--- src/rtl/wc_pkg.sv ---
// Shared constants, FSM encoding and helpers for the WC_2_5 Z collector.
package wc_pkg;

  // Width of one Z sample on the pad bus
  localparam int DATA_W = 10;

  // Collector FSM encoding
  typedef enum logic [1:0] {
    ST_IDLE    = 2'd0,
    ST_SKIP    = 2'd1,
    ST_CAPTURE = 2'd2
  } state_t;

  // Ceiling log2, never less than 1 so it can size a counter directly
  function automatic int clog2(input int n);
    int r;
    r = 0;
    while ((1 << r) < n) r++;
    return (r < 1) ? 1 : r;
  endfunction

endpackage

--- src/rtl/wc_sync_fifo.sv ---
// First-word fall-through synchronous FIFO; a push into a full FIFO is
// accepted when a pop happens in the same cycle.
module wc_sync_fifo
  import wc_pkg::*;
#(
  parameter int WIDTH = 21,
  parameter int DEPTH = 8
) (
  input  logic                    clk,
  input  logic                    rst,
  input  logic                    push,
  input  logic [WIDTH-1:0]        wdata,
  input  logic                    pop,
  output logic [WIDTH-1:0]        rdata,
  output logic                    full,
  output logic                    empty,
  output logic [clog2(DEPTH):0]   count
);

  localparam int AW = clog2(DEPTH);
  localparam int CW = AW + 1;

  logic [WIDTH-1:0] mem [DEPTH];
  logic [AW-1:0]    wr_ptr;
  logic [AW-1:0]    rd_ptr;
  logic             wr_en;
  logic             rd_en;

  assign full  = (count == CW'(DEPTH));
  assign empty = (count == '0);
  assign wr_en = push && (!full || pop);
  assign rd_en = pop && !empty;
  assign rdata = mem[rd_ptr];

  // Storage array holds data only and needs no reset
  always_ff @(posedge clk) begin
    if (wr_en) mem[wr_ptr] <= wdata;
  end

  // Pointers and occupancy
  always_ff @(posedge clk or negedge rst) begin
    if (!rst) begin
      wr_ptr <= '0;
      rd_ptr <= '0;
      count  <= '0;
    end else begin
      if (wr_en) wr_ptr <= wr_ptr + 1'b1;
      if (rd_en) rd_ptr <= rd_ptr + 1'b1;
      case ({wr_en, rd_en})
        2'b10:   count <= count + 1'b1;
        2'b01:   count <= count - 1'b1;
        default: count <= count;
      endcase
    end
  end

endmodule

--- src/rtl/wc_z_collector.sv ---
// Receive side of the WC_2_5 Z bus: skips the core pipeline fill, packs
// PACK samples per word, tags frame ends and buffers words for the host.
module wc_z_collector
  import wc_pkg::*;
#(
  parameter int DATA_W      = wc_pkg::DATA_W,
  parameter int PACK        = 2,
  parameter int LAT         = 8,
  parameter int FRAME_WORDS = 4,
  parameter int DEPTH       = 8
) (
  input  logic                     clk,
  input  logic                     rst,
  input  logic [DATA_W-1:0]        z_in,
  input  logic                     start,
  input  logic                     stop,
  input  logic                     clr_ovf,
  output logic [PACK*DATA_W-1:0]   o_data,
  output logic                     o_valid,
  input  logic                     o_ready,
  output logic                     o_last,
  output logic                     busy,
  output logic                     ovf,
  output logic [7:0]               drop_cnt
);

  localparam int WORD_W = PACK * DATA_W;
  localparam int SK_W   = clog2(LAT);
  localparam int PC_W   = clog2(PACK);
  localparam int FC_W   = clog2(FRAME_WORDS);
  localparam int CNT_W  = clog2(DEPTH) + 1;

  state_t            state_q;
  state_t            state_d;
  logic [SK_W-1:0]   scnt_q;
  logic [PC_W-1:0]   pcnt_q;
  logic [FC_W-1:0]   fcnt_q;
  logic [WORD_W-1:0] pack_q;
  logic [WORD_W-1:0] word_asm;
  logic              capture;
  logic              skip_done;
  logic              word_done;
  logic              frame_end;
  logic              vld_p0;
  logic [WORD_W-1:0] word_p0;
  logic              last_p0;
  logic              fifo_full;
  logic              fifo_empty;
  logic [CNT_W-1:0]  fifo_cnt;
  logic [WORD_W:0]   fifo_rdata;
  logic              pop;
  logic              drop;

  // Saturating 8-bit increment for the drop counter
  function automatic logic [7:0] sat_inc8(input logic [7:0] v, input logic inc);
    if (inc && (v != 8'hFF)) return v + 8'd1;
    return v;
  endfunction

  assign skip_done = (scnt_q == SK_W'(LAT - 2));
  assign word_done = capture && (pcnt_q == PC_W'(PACK - 1));
  assign frame_end = (fcnt_q == FC_W'(FRAME_WORDS - 1));

  // FSM state register
  always_ff @(posedge clk or negedge rst) begin
    if (!rst) state_q <= ST_IDLE;
    else      state_q <= state_d;
  end

  // FSM next state; stop always wins once a run is active, start only counts in IDLE
  always_comb begin
    state_d = state_q;
    case (state_q)
      ST_IDLE:    if (start) state_d = ST_SKIP;
      ST_SKIP:    if (stop) state_d = ST_IDLE;
                  else if (skip_done) state_d = ST_CAPTURE;
      ST_CAPTURE: if (stop) state_d = ST_IDLE;
      default:    state_d = ST_IDLE;
    endcase
  end

  // FSM outputs
  always_comb begin
    busy    = (state_q != ST_IDLE);
    capture = (state_q == ST_CAPTURE);
  end

  // Skip, pack-slot and frame counters plus the push-stage valid
  always_ff @(posedge clk or negedge rst) begin
    if (!rst) begin
      scnt_q <= '0;
      pcnt_q <= '0;
      fcnt_q <= '0;
      vld_p0 <= 1'b0;
    end else begin
      scnt_q <= (state_q == ST_SKIP) ? scnt_q + 1'b1 : '0;
      // A stop drops any partial word: the slot counter restarts from 0
      if (capture && !stop) pcnt_q <= word_done ? '0 : pcnt_q + 1'b1;
      else                  pcnt_q <= '0;
      if (state_d == ST_IDLE) fcnt_q <= '0;
      else if (word_done)     fcnt_q <= frame_end ? '0 : fcnt_q + 1'b1;
      vld_p0 <= word_done;
    end
  end

  // Completed word: slots already held plus the sample arriving this cycle
  always_comb begin
    word_asm = pack_q;
    word_asm[(PACK-1)*DATA_W +: DATA_W] = z_in;
  end

  // ---- stage p0: sample into pack slot, register completed word for the FIFO ----
  always_ff @(posedge clk) begin
    if (capture) pack_q[pcnt_q*DATA_W +: DATA_W] <= z_in;
    if (word_done) begin
      word_p0 <= word_asm;
      last_p0 <= frame_end;
    end
  end

  assign pop  = o_valid && o_ready;
  assign drop = vld_p0 && fifo_full && !pop;

  // ---- stage p1: FIFO write, overflow bookkeeping ----
  wc_sync_fifo #(
    .WIDTH (WORD_W + 1),
    .DEPTH (DEPTH)
  ) u_fifo (
    .clk   (clk),
    .rst   (rst),
    .push  (vld_p0),
    .wdata ({last_p0, word_p0}),
    .pop   (pop),
    .rdata (fifo_rdata),
    .full  (fifo_full),
    .empty (fifo_empty),
    .count (fifo_cnt)
  );

  // Sticky overflow flag and drop counter; a drop beats a same-cycle clear
  always_ff @(posedge clk or negedge rst) begin
    if (!rst) begin
      ovf      <= 1'b0;
      drop_cnt <= '0;
    end else begin
      if (drop)         ovf <= 1'b1;
      else if (clr_ovf) ovf <= 1'b0;
      drop_cnt <= sat_inc8(clr_ovf ? 8'd0 : drop_cnt, drop);
    end
  end

  // Head of FIFO is presented directly; outputs read zero while it is empty
  assign o_valid = (fifo_cnt != '0);
  assign o_data  = fifo_empty ? '0 : fifo_rdata[WORD_W-1:0];
  assign o_last  = !fifo_empty && fifo_rdata[WORD_W];

endmodule

--- config.mk ---
export PLATFORM = sky130hd
export DESIGN_NAME = wc_z_collector
export DESIGN_NICKNAME = d
export VERILOG_FILES = /design/src/rtl/wc_pkg.sv /design/src/rtl/wc_sync_fifo.sv /design/src/rtl/wc_z_collector.sv
export SDC_FILE = /design/constraint.sdc
export NUM_CORES = 1
export LEC_CHECK = 0
export CORE_MARGIN = 2
export CORE_UTILIZATION = 40
export DETAILED_ROUTE_END_ITERATION = 10
export SLEW_MARGIN = 20
export SYNTH_ARGS = -nofsm -noshare
export SYNTH_HDL_FRONTEND = slang
export SYNTH_HIERARCHICAL = 1
export SYNTH_SLANG_ARGS = --single-unit
--- constraint.sdc ---
create_clock -name clk -period 7.6 [get_ports clk]
set_input_delay 2.28 -clock clk [delete_from_list [all_inputs] [get_ports clk]]
set_output_delay 2.28 -clock clk [all_outputs]
set_load 0.03 [all_outputs]
==> impl_metrics.env, run 1 <==
export IMPL_crit_arrival_ns=3.44
export IMPL_fp_dieW_um=154
export IMPL_place_gp_congestion=0.7532
export IMPL_die_area_um2=23720
export IMPL_clockBufferDepth=3
export IMPL_drt_pass1_iterations=4
export IMPL_tritoncts="done"
export IMPL_path_clk_slew_ns=0.06
export IMPL_fin_cells=824
export IMPL_cts_setup_buffers=0
export IMPL_status="completed"
export IMPL_synth_seq_area_share_pct=74.18
export IMPL_synthFlopType="edfxtp_1"
export IMPL_cts_sink_count=227
export IMPL_htreeDepth=1
export IMPL_ys_ff_latch=227
export IMPL_min_to="word_p0[4]$_DFFE_PP_"
export IMPL_final_common_cell="edfxtp_1"
export IMPL_layout_min_cycle_time_ns=5.725
export IMPL_layout_nets=553
export IMPL_final_area_um2=10640
export IMPL_vias_per_cell=5.312
export IMPL_grt_pass1_wl_um=26790
export IMPL_layout_common_cells="199 x edfxtp_1, 47 x clkdlybuf4s50_1, 42 x mux4_2, 35 x nor2b_1, 27 x dfrtp_1"
export IMPL_hold_class="register to register"
export IMPL_endpoint_kind="output port"
export IMPL_wl_met2_um=8932
export IMPL_yosys_warnings=6
export IMPL_fin_tns_setup_ns=0
export IMPL_wl_met1_um=7426
export IMPL_routedWlPerCell_um=20.91
export IMPL_hold_viol_final=0
export IMPL_post_dp_cell_area_um2=9867
export IMPL_postSynthAreaPerCell_um2=19.48
export IMPL_die_y_um=154
export IMPL_fin_worst_skew_ns=0.01021
export IMPL_r2r_slack_ns=4.33
export IMPL_antenna_found_initial=0
export IMPL_synth_distinct_cells=49
export IMPL_drive_gt1_share_pct=24.26
export IMPL_holdBufCountCts=0
export IMPL_power_leakage_nw=3.519
export IMPL_core_area_um2=21960
export IMPL_dp_cells=782
export IMPL_antennaDiodeCount=0
export IMPL_async_reset_ff_share_pct=12.33
export IMPL_rsz0062_at_grt="false"
export IMPL_regToRegStartpoint="u_fifo/count[0]$_DFFE_PN0P_"
export IMPL_io_pins=48
export IMPL_rows=54
export IMPL_synth_edf_count=199
export IMPL_dp_hpwl_um=10260
export IMPL_slew_violations=0
export IMPL_slew_headroom_pct=30.25
export IMPL_synthesis_area_um2=9000
export IMPL_power_density_nw_per_um2=341.3
export IMPL_r2r_end="u_fifo/count[3]$_DFFE_PN0P_"
export IMPL_cp_required_ns=5.32
export IMPL_routed_top_layer="met4"
export IMPL_grt_overflow=0
export IMPL_cts_buffers=23
export IMPL_drc=0
export IMPL_worst_pin_slew_ns=1.041
export IMPL_synth_fp_nets=488
export IMPL_drtIter0Drc=234
export IMPL_first_global_vias=4662
export IMPL_antenna_left=0
export IMPL_post_cts_resize_count=0
export IMPL_drt_total_wl_um=17230
export IMPL_post_route_period_util_pct=75.32
export IMPL_grt_max_degree=45
export IMPL_drv_cap=0
export IMPL_setup_viol_count_final=0
export IMPL_power_w=0.003633
export IMPL_min_path_cells=0
export IMPL_syn_inst=462
export IMPL_cts_root_buffer="clkbuf_16"
export IMPL_port_buffers=47
export IMPL_vdd_ir_drop_max_v=0.0001902
export IMPL_start_kind="register"
export IMPL_worst_setup_path_type="register to output port"
export IMPL_clock_latency_ns=0.52
export IMPL_grt_util_all_layers_pct=14.69
export IMPL_worstRegToRegCells=7
export IMPL_start_util_pct=40.99
export IMPL_met3_length_um=585
export IMPL_syn2layout_area_growth_pct=18.25
export IMPL_path_max_fanout=29
export IMPL_fmax_ghz=0.1747
export IMPL_worstHoldStart="pack_q[4]$_DFFE_PP_"
export IMPL_vias=4377
[cells in the mapped netlist, types with 2 or more instances]
| library cell | count | area, um2 |
|---|---|---|
| a211oi_1 | 2 | 15.01 |
| a21oi_1 | 7 | 35.03 |
| a31oi_1 | 2 | 12.51 |
| buf_2 | 2 | 10.01 |
| buf_4 | 4 | 30.03 |
| clkbuf_1 | 11 | 41.29 |
| dfrtp_1 | 28 | 700.7 |
| edfxtp_1 | 199 | 5976 |
| ha_1 | 9 | 112.6 |
| inv_1 | 8 | 30.03 |
| mux2_2 | 24 | 270.3 |
| mux2i_1 | 3 | 30.03 |
| mux4_2 | 42 | 945.9 |
| nand2_1 | 11 | 41.29 |
| nand2b_1 | 6 | 37.54 |
| nand3_1 | 4 | 20.02 |
| nand4b_1 | 2 | 17.52 |
| nor2_1 | 13 | 48.80 |
| nor2b_1 | 35 | 219.0 |
| nor3_1 | 7 | 35.03 |
| nor3b_1 | 3 | 22.52 |
| nor4_1 | 3 | 18.77 |
| o211ai_1 | 3 | 22.52 |
| o21ai_0 | 2 | 10.01 |
| xnor2_1 | 8 | 70.07 |
[worst max-delay path: stages, from the launching register on]
cell,delay (ns)
dfrtp_2,0.70
buf_4,0.60
mux4_2,0.58
mux2_2,0.29
nor2b_1,0.14
clkdlybuf4s50_1,0.60
[how the worst max path moves through the flow]
| stage | from | endpoint | cells past startpoint |
|---|---|---|---|
| after floorplan | o_ready | u_fifo/mem[0][0]$_DFFE_PP_ | 3 |
| after global placement | o_ready | u_fifo/count[3]$_DFFE_PN0P_ | 9 |
| after detailed placement | o_ready | u_fifo/count[3]$_DFFE_PN0P_ | 9 |
| after CTS | u_fifo/rd_ptr[0]$_DFFE_PN0P_ | o_data[4] | 5 |
| after global routing | u_fifo/rd_ptr[0]$_DFFE_PN0P_ | o_data[8] | 5 |
| final | u_fifo/rd_ptr[0]$_DFFE_PN0P_ | o_data[4] | 5 |
[power by group]
part	internal, W	total [W]	leakage (nW)	switching, W
registers	0.00136	0.00143	2.16	0.0000660
logic	0.000538	0.00107	0.981	0.000527
clock network	0.000675	0.00114	0.376	0.000462
[layer usage]
metal  track usage (%)  vias up
li1                  -     1970
met1             18.92     2304
met2             26.48       83
met3             2.227       20
met4             3.071        0
met5                 0        -
[cells by family after synthesis]
kind of cell,after synthesis,synth area share (%)
muxes,70,14.01
adders and majority gates,10,1.474
AOI/OAI and AO/OA,25,2.016
DFF,227,74.18
buffers and inverters,27,1.404
xor gates and xnor gates,9,0.8759
and+or+nand+nor,94,6.034
[flip-flops by register name, indices dropped and copies added, names as in the netlist]
register / count
u_fifo/mem: 168
word_p0: 20
pack_q: 10
drop_cnt: 8
u_fifo/count: 4
scnt_q: 3
u_fifo/rd_ptr: 3
u_fifo/wr_ptr: 3
fcnt_q: 2
state_q: 2
last_p0: 1
ovf: 1
pcnt_q: 1
vld_p0: 1
[layout make-up]
cell class | instances | area (um2)
inverters | 9 | 33.78
clock buffers | 27 | 600.6
fillers | 1751 | 11320
clock inverters | 15 | 175.2
repair buffers | 58 | 553.0
flip-flops and latches | 227 | 6678
multi-input cells | 208 | 2252
well taps | 280 | 350.3
[through the flow]
stage / hold WS (ns) / utilization [%] / worst slack (ns)
final: 0.4153 / 48.47 / 1.875
after global placement: 0.4061 / 44.93 / 2.313
after floorplan: 0.4003 / - / 2.345
after detailed placement: 0.4045 / 44.93 / 2.277
after CTS: 0.4144 / 48.47 / 1.756
after global routing: 0.4116 / 48.47 / 1.636
Note: power is estimated with default switching activity, not from simulation.
==> inputs of run 2 (changes only) <==
==> constraint.sdc (replaced) <==
create_clock -name clk -period 5.9 [get_ports clk]
set_input_delay 1.77 -clock clk [delete_from_list [all_inputs] [get_ports clk]]
set_output_delay 1.77 -clock clk [all_outputs]
set_load 0.03 [all_outputs]
==> run 2 against run 1 <==
Sequential cell count is the same; first-iteration DRC count grew 52%; core utilization shrank 0.15 points; non-clock buffer count shrank 1; register-to-register slack lost 1.6 ns; largest power group unchanged; clock skew grew 0.0056 ns; die area is the same; power grew 27%.
==> impl_metrics.env, run 2 (synthesis results as in run 1) <==
export IMPL_worstRegToRegCells=7
export IMPL_fin_worst_skew_ns=0.01582
export IMPL_clock_latency_ns=0.51
export IMPL_io_pins=48
export IMPL_final_common_cell="edfxtp_1"
export IMPL_hold_class="register to register"
export IMPL_syn2layout_area_growth_pct=17.89
export IMPL_switching_share_pct=29.22
export IMPL_fin_tns_setup_ns=0
export IMPL_crit_arrival_ns=3.12
export IMPL_clkPwrFrac_pct=29.8
export IMPL_status="completed"
export IMPL_tritoncts="done"
export IMPL_drtIter0Drc=355
export IMPL_hold_viol_final=0
export IMPL_routedWlPerCell_um=21.18
export IMPL_start_util_pct=40.99
export IMPL_power_density_nw_per_um2=435.0
export IMPL_p_sw_w=0.001349
export IMPL_r2r_end="u_fifo/count[3]$_DFFE_PN0P_"
export IMPL_endpoint_kind="output port"
export IMPL_cp_required_ns=4.13
export IMPL_path_max_fanout=30
export IMPL_dp_hpwl_um=10170
export IMPL_pwr_share_seq_pct=40.5
export IMPL_grt_max_degree=31
export IMPL_p_comb_share_pct=29.7
export IMPL_die_area_um2=23720
export IMPL_post_dp_cell_area_um2=9897
export IMPL_first_global_vias=4696
export IMPL_min_to="word_p0[3]$_DFFE_PP_"
export IMPL_post_cts_resize_count=0
export IMPL_worstHoldStart="pack_q[3]$_DFFE_PP_"
export IMPL_cts_setup_buffers=0
export IMPL_fmax_ghz=0.2043
export IMPL_drt_pass1_iterations=4
export IMPL_fp_dieW_um=154
export IMPL_worst_setup_path_type="register to output port"
export IMPL_slew_headroom_pct=35.02
export IMPL_rows=54
export IMPL_layout_min_cycle_time_ns=4.895
export IMPL_p_int_w=0.003267
export IMPL_drc=0
export IMPL_vias=4398
export IMPL_clockBufferDepth=3
export IMPL_cts_root_buffer="clkbuf_16"
export IMPL_place_gp_congestion=0.8016
export IMPL_drt_total_wl_um=17430
export IMPL_layout_nets=552
export IMPL_r2r_slack_ns=2.69
export IMPL_grt_pass1_wl_um=27230
export IMPL_drv_cap=0
export IMPL_cts_sink_count=227
export IMPL_setup_viol_count_final=0
export IMPL_largest_register="u_fifo/mem"
export IMPL_antenna_found_initial=0
export IMPL_grt_util_all_layers_pct=15.04
export IMPL_crit_chain="buf_12, mux4_2, mux2_2, nor2b_1, clkdlybuf4s50_1"
export IMPL_vdd_ir_drop_max_v=0.0002496
export IMPL_top_regs="u_fifo/mem (168), word_p0 (20), pack_q (10)"
export IMPL_rsz0062_at_grt="false"
export IMPL_post_route_period_util_pct=82.96
export IMPL_power_leakage_nw=3.497
export IMPL_path_clk_slew_ns=0.06
export IMPL_antennaDiodeCount=0
export IMPL_antenna_left=0
export IMPL_port_buffers=47
export IMPL_path_buf_inv=2
export IMPL_die_y_um=154
export IMPL_cts_buffers=23
export IMPL_slew_violations=0
export IMPL_htreeDepth=1
export IMPL_critPathSlowestCell="dfrtp_2"
export IMPL_critPathMaxStageDelay_ns=0.71
export IMPL_layout_common_cells="199 x edfxtp_1, 47 x clkdlybuf4s50_1, 42 x mux4_2, 35 x nor2b_1, 27 x dfrtp_1"
export IMPL_vias_per_cell=5.344
export IMPL_regToRegStartpoint="u_fifo/count[0]$_DFFE_PN0P_"
export IMPL_worst_pin_slew_ns=0.9737
export IMPL_cp_top_family="buffers and inverters"
export IMPL_start_kind="register"
export IMPL_final_area_um2=10610
export IMPL_core_area_um2=21960
export IMPL_min_path_cells=0
export IMPL_drive_gt1_share_pct=22.84
export IMPL_fillerInstances=1787
export IMPL_largest_reg_flops=168
export IMPL_grt_overflow=0
export IMPL_holdBufCountCts=0
-- run 2: cell count changes in the layout (fill, tap and decap cells not counted), sizes merged --
cell	previous run	this run
clkinv	7	12
clkinvlp	3	1
buf	11	10
bufinv	3	2
clkbuf	27	26
inv	11	10
-- run 2: how the worst max path moves through the flow --
stage,start,cells past startpoint,to,slack [ns]
after detailed placement,o_ready,9,u_fifo/count[3]$_DFFE_PN0P_,1.21
after global routing,u_fifo/rd_ptr[0]$_DFFE_PN0P_,5,o_data[1],0.82
after floorplan,o_ready,3,u_fifo/mem[0][0]$_DFFE_PP_,1.16
after global placement,o_ready,9,u_fifo/count[3]$_DFFE_PN0P_,1.35
final,u_fifo/rd_ptr[0]$_DFFE_PN0P_,5,o_data[1],1.01
after CTS,u_fifo/rd_ptr[0]$_DFFE_PN0P_,5,o_data[5],0.91
-- run 2: power groups by stage --
stage / registers [W] / logic [W] / clock network [W]
final: 0.00187 / 0.00137 / 0.00138
after global routing: 0.00188 / 0.00147 / 0.00148
after CTS: 0.00187 / 0.00139 / 0.00142
after detailed placement: 0.00191 / 0.00139 / 0
after global placement: 0.00191 / 0.00137 / 0
after floorplan: 0.00182 / 0.00103 / 0
-- run 2: layout make-up --
| type | instances | area [um2] | area share [%] |
|---|---|---|---|
| flip-flops and latches | 227 | 6678 | 62.94 |
| multi-input cells | 208 | 2252 | 21.23 |
| clock buffers | 26 | 586.8 | 5.531 |
| repair buffers | 57 | 583.1 | 5.495 |
| well taps | 280 | 350.3 | 3.302 |
| clock inverters | 16 | 126.4 | 1.191 |
| inverters | 9 | 33.78 | 0.3184 |
-- run 2: per-stage QoR --
step / util, % / power (W) / setup slack [ns] / std cells / hold slack (ns)
2_1_floorplan: - / 0.002848 / 1.155 / 462 / 0.4003
3_3_place_gp: 45.07 / 0.003278 / 1.348 / 781 / 0.4043
3_5_place_dp: 45.07 / 0.003298 / 1.205 / 781 / 0.4075
4_1_cts: 48.32 / 0.004684 / 0.9111 / 823 / 0.4167
5_1_grt: 48.32 / 0.004839 / 0.8194 / 823 / 0.4254
6_report: 48.32 / 0.004615 / 1.005 / 823 / 0.4139
-- run 2: worst reg2reg max path, cell delays in order, from the launching register on --
cell	delay (ns)
dfrtp_1	0.49
o41a_1	0.61
o21ai_4	0.36
ha_1	0.38
ha_1	0.35
or4b_2	0.64
o311ai_0	0.12
o211ai_1	0.12
-- run 2: per-layer routing --
layer	routed length (um)	vias up	GRT usage (%)
met3	824	30	2.762
met2	9037	108	26.71
met4	326	0	3.961
met5	0	-	0
met1	7244	2298	19.07
li1	-	1962	-
==> inputs of run 3 (changes only) <==
==> constraint.sdc (replaced) <==
create_clock -name clk -period 4.3 [get_ports clk]
set_input_delay 1.29 -clock clk [delete_from_list [all_inputs] [get_ports clk]]
set_output_delay 1.29 -clock clk [all_outputs]
set_load 0.03 [all_outputs]
==> run 3 against run 2 <==
Combinational power rose by 44%; power rose by 42%; register-to-register slack got worse by 1.4 ns; sequential cell count is the same; worst hold slack better by 0.0057 ns; highest routed layer unchanged.
==> impl_metrics.env, run 3 (synthesis results as in run 1) <==
export IMPL_status="completed"
export IMPL_slew_violations=0
export IMPL_hold_viol_final=0
export IMPL_largest_reg_flops=168
export IMPL_critPathMaxStageDelay_ns=0.61
export IMPL_endpoint_kind="output port"
export IMPL_drc=0
export IMPL_top_regs="u_fifo/mem (168), word_p0 (20), pack_q (10)"
export IMPL_drtIter0Drc=208
export IMPL_start_util_pct=40.99
export IMPL_dp_hpwl_um=10060
export IMPL_ff_latch_area_um2=6678
export IMPL_antenna_left=0
export IMPL_fin_tns_setup_ns=0
export IMPL_vias_per_cell=5.297
export IMPL_path_buf_inv=2
export IMPL_port_buffers=47
export IMPL_cts_sink_count=227
export IMPL_vdd_ir_drop_max_v=0.0002864
export IMPL_power_density_nw_per_um2=610.5
export IMPL_drv_cap=0
export IMPL_holdBufCountCts=0
export IMPL_rows=54
export IMPL_post_cts_resize_count=0
export IMPL_critPathSlowestCell="clkdlybuf4s50_1"
export IMPL_core_area_um2=21960
export IMPL_io_pins=48
export IMPL_grt_max_degree=45
export IMPL_cp_required_ns=3.01
export IMPL_crit_chain="buf_4, mux4_2, mux2_2, nor2b_1, clkdlybuf4s50_1"
export IMPL_slew_headroom_pct=33.05
export IMPL_drive_gt1_share_pct=25.50
export IMPL_path_max_fanout=16
export IMPL_post_route_period_util_pct=95.20
export IMPL_start_kind="register"
export IMPL_path_clk_slew_ns=0.06
export IMPL_die_area_um2=23720
export IMPL_post_dp_cell_area_um2=9942
export IMPL_drt_pass1_iterations=4
export IMPL_largest_register="u_fifo/mem"
export IMPL_worst_setup_path_type="register to output port"
export IMPL_tritoncts="done"
export IMPL_hold_class="register to register"
export IMPL_die_y_um=154
export IMPL_setup_viol_count_final=0
export IMPL_cts_buffers=24
export IMPL_layout_min_cycle_time_ns=4.093
export IMPL_layout_common_cells="199 x edfxtp_1, 47 x clkdlybuf4s50_1, 42 x mux4_2, 35 x nor2b_1, 27 x dfrtp_1"
export IMPL_power_w=0.006570
export IMPL_cts_setup_buffers=0
export IMPL_cts_root_buffer="clkbuf_16"
export IMPL_post_route_util_pct=49.01
export IMPL_antenna_found_initial=0
export IMPL_routedWlPerCell_um=20.03
export IMPL_crit_arrival_ns=2.80
export IMPL_syn2layout_area_growth_pct=19.59
export IMPL_fillerInstances=1792
export IMPL_final_common_cell="edfxtp_1"
export IMPL_antennaDiodeCount=0
export IMPL_hold_slack_ns=0.4196
export IMPL_rsz0062_at_grt="false"
export IMPL_first_global_vias=4781
export IMPL_htreeDepth=1
export IMPL_cp_top_family="buffers and inverters"
export IMPL_drt_total_wl_um=16680
export IMPL_final_area_um2=10760
export IMPL_worst_pin_slew_ns=1.003
export IMPL_fp_dieW_um=154
export IMPL_fmax_ghz=0.2443
export IMPL_multi_input_area_um2=2237
export IMPL_clockBufferDepth=3
export IMPL_vias=4412
export IMPL_layout_nets=561
export IMPL_clock_latency_ns=0.51
export IMPL_grt_util_all_layers_pct=14.60
export IMPL_fin_worst_skew_ns=0.01765
export IMPL_power_leakage_nw=3.596
export IMPL_grt_pass1_wl_um=26810
export IMPL_grt_overflow=0
export IMPL_place_gp_congestion=0.7725
-- run 3: cell types whose count changed in the layout (fill, tap and decap cells not counted), sizes merged --
cell,change
bufinv,+2
clkinvlp,+1
buf,+8
inv,-1
clkinv,-1
clkbuf,+1
-- run 3: worst paths after layout --
path,startpoint,to,slack [ns],cells past startpoint
min reg2reg,pack_q[9]$_DFFE_PP_,word_p0[9]$_DFFE_PP_,0.42,0
max,u_fifo/rd_ptr[0]$_DFFE_PN0P_,o_data[18],0.21,5
min,pack_q[9]$_DFFE_PP_,word_p0[9]$_DFFE_PP_,0.42,0
max reg2reg,u_fifo/count[0]$_DFFE_PN0P_,u_fifo/count[3]$_DFFE_PN0P_,1.29,8
min in group asynchronous,rst,scnt_q[2]$_DFF_PN0_,1.16,2
max in group asynchronous,rst,u_fifo/rd_ptr[0]$_DFFE_PN0P_,2.85,2
-- run 3: per-layer routing --
metal | share of wire (%) | wire length (um) | track usage [%]
met2 | 51 | 8540 | 25.50
met5 | 0 | 0 | 0
met3 | 3.3 | 557 | 2.086
met1 | 43 | 7182 | 18.76
met4 | 2.4 | 402 | 5.118
-- run 3: where the power goes --
part           internal, W  leakage (nW)  switching [W]  total (W)
clock              0.00128         0.403       0.000823    0.00211
sequential         0.00241          2.16      0.0000809    0.00249
combinational     0.000995          1.03       0.000977    0.00197
total              0.00469          3.60        0.00188    0.00657
-- run 3: cell type report --
cell class / instances / share of cell area (%)
inverters: 9 / 0.3139
flip-flops and latches: 227 / 62.04
well taps: 280 / 3.255
clock buffers: 27 / 5.778
clock inverters: 17 / 1.848
repair buffers: 65 / 5.975
multi-input cells: 208 / 20.79
-- run 3: through the flow --
stage,worst slack [ns],std cells
6_report,0.2065,833
5_1_grt,0.08622,833
4_1_cts,0.1575,833
3_5_place_dp,0.2748,789
3_3_place_gp,0.3594,789
2_1_floorplan,0.03506,462
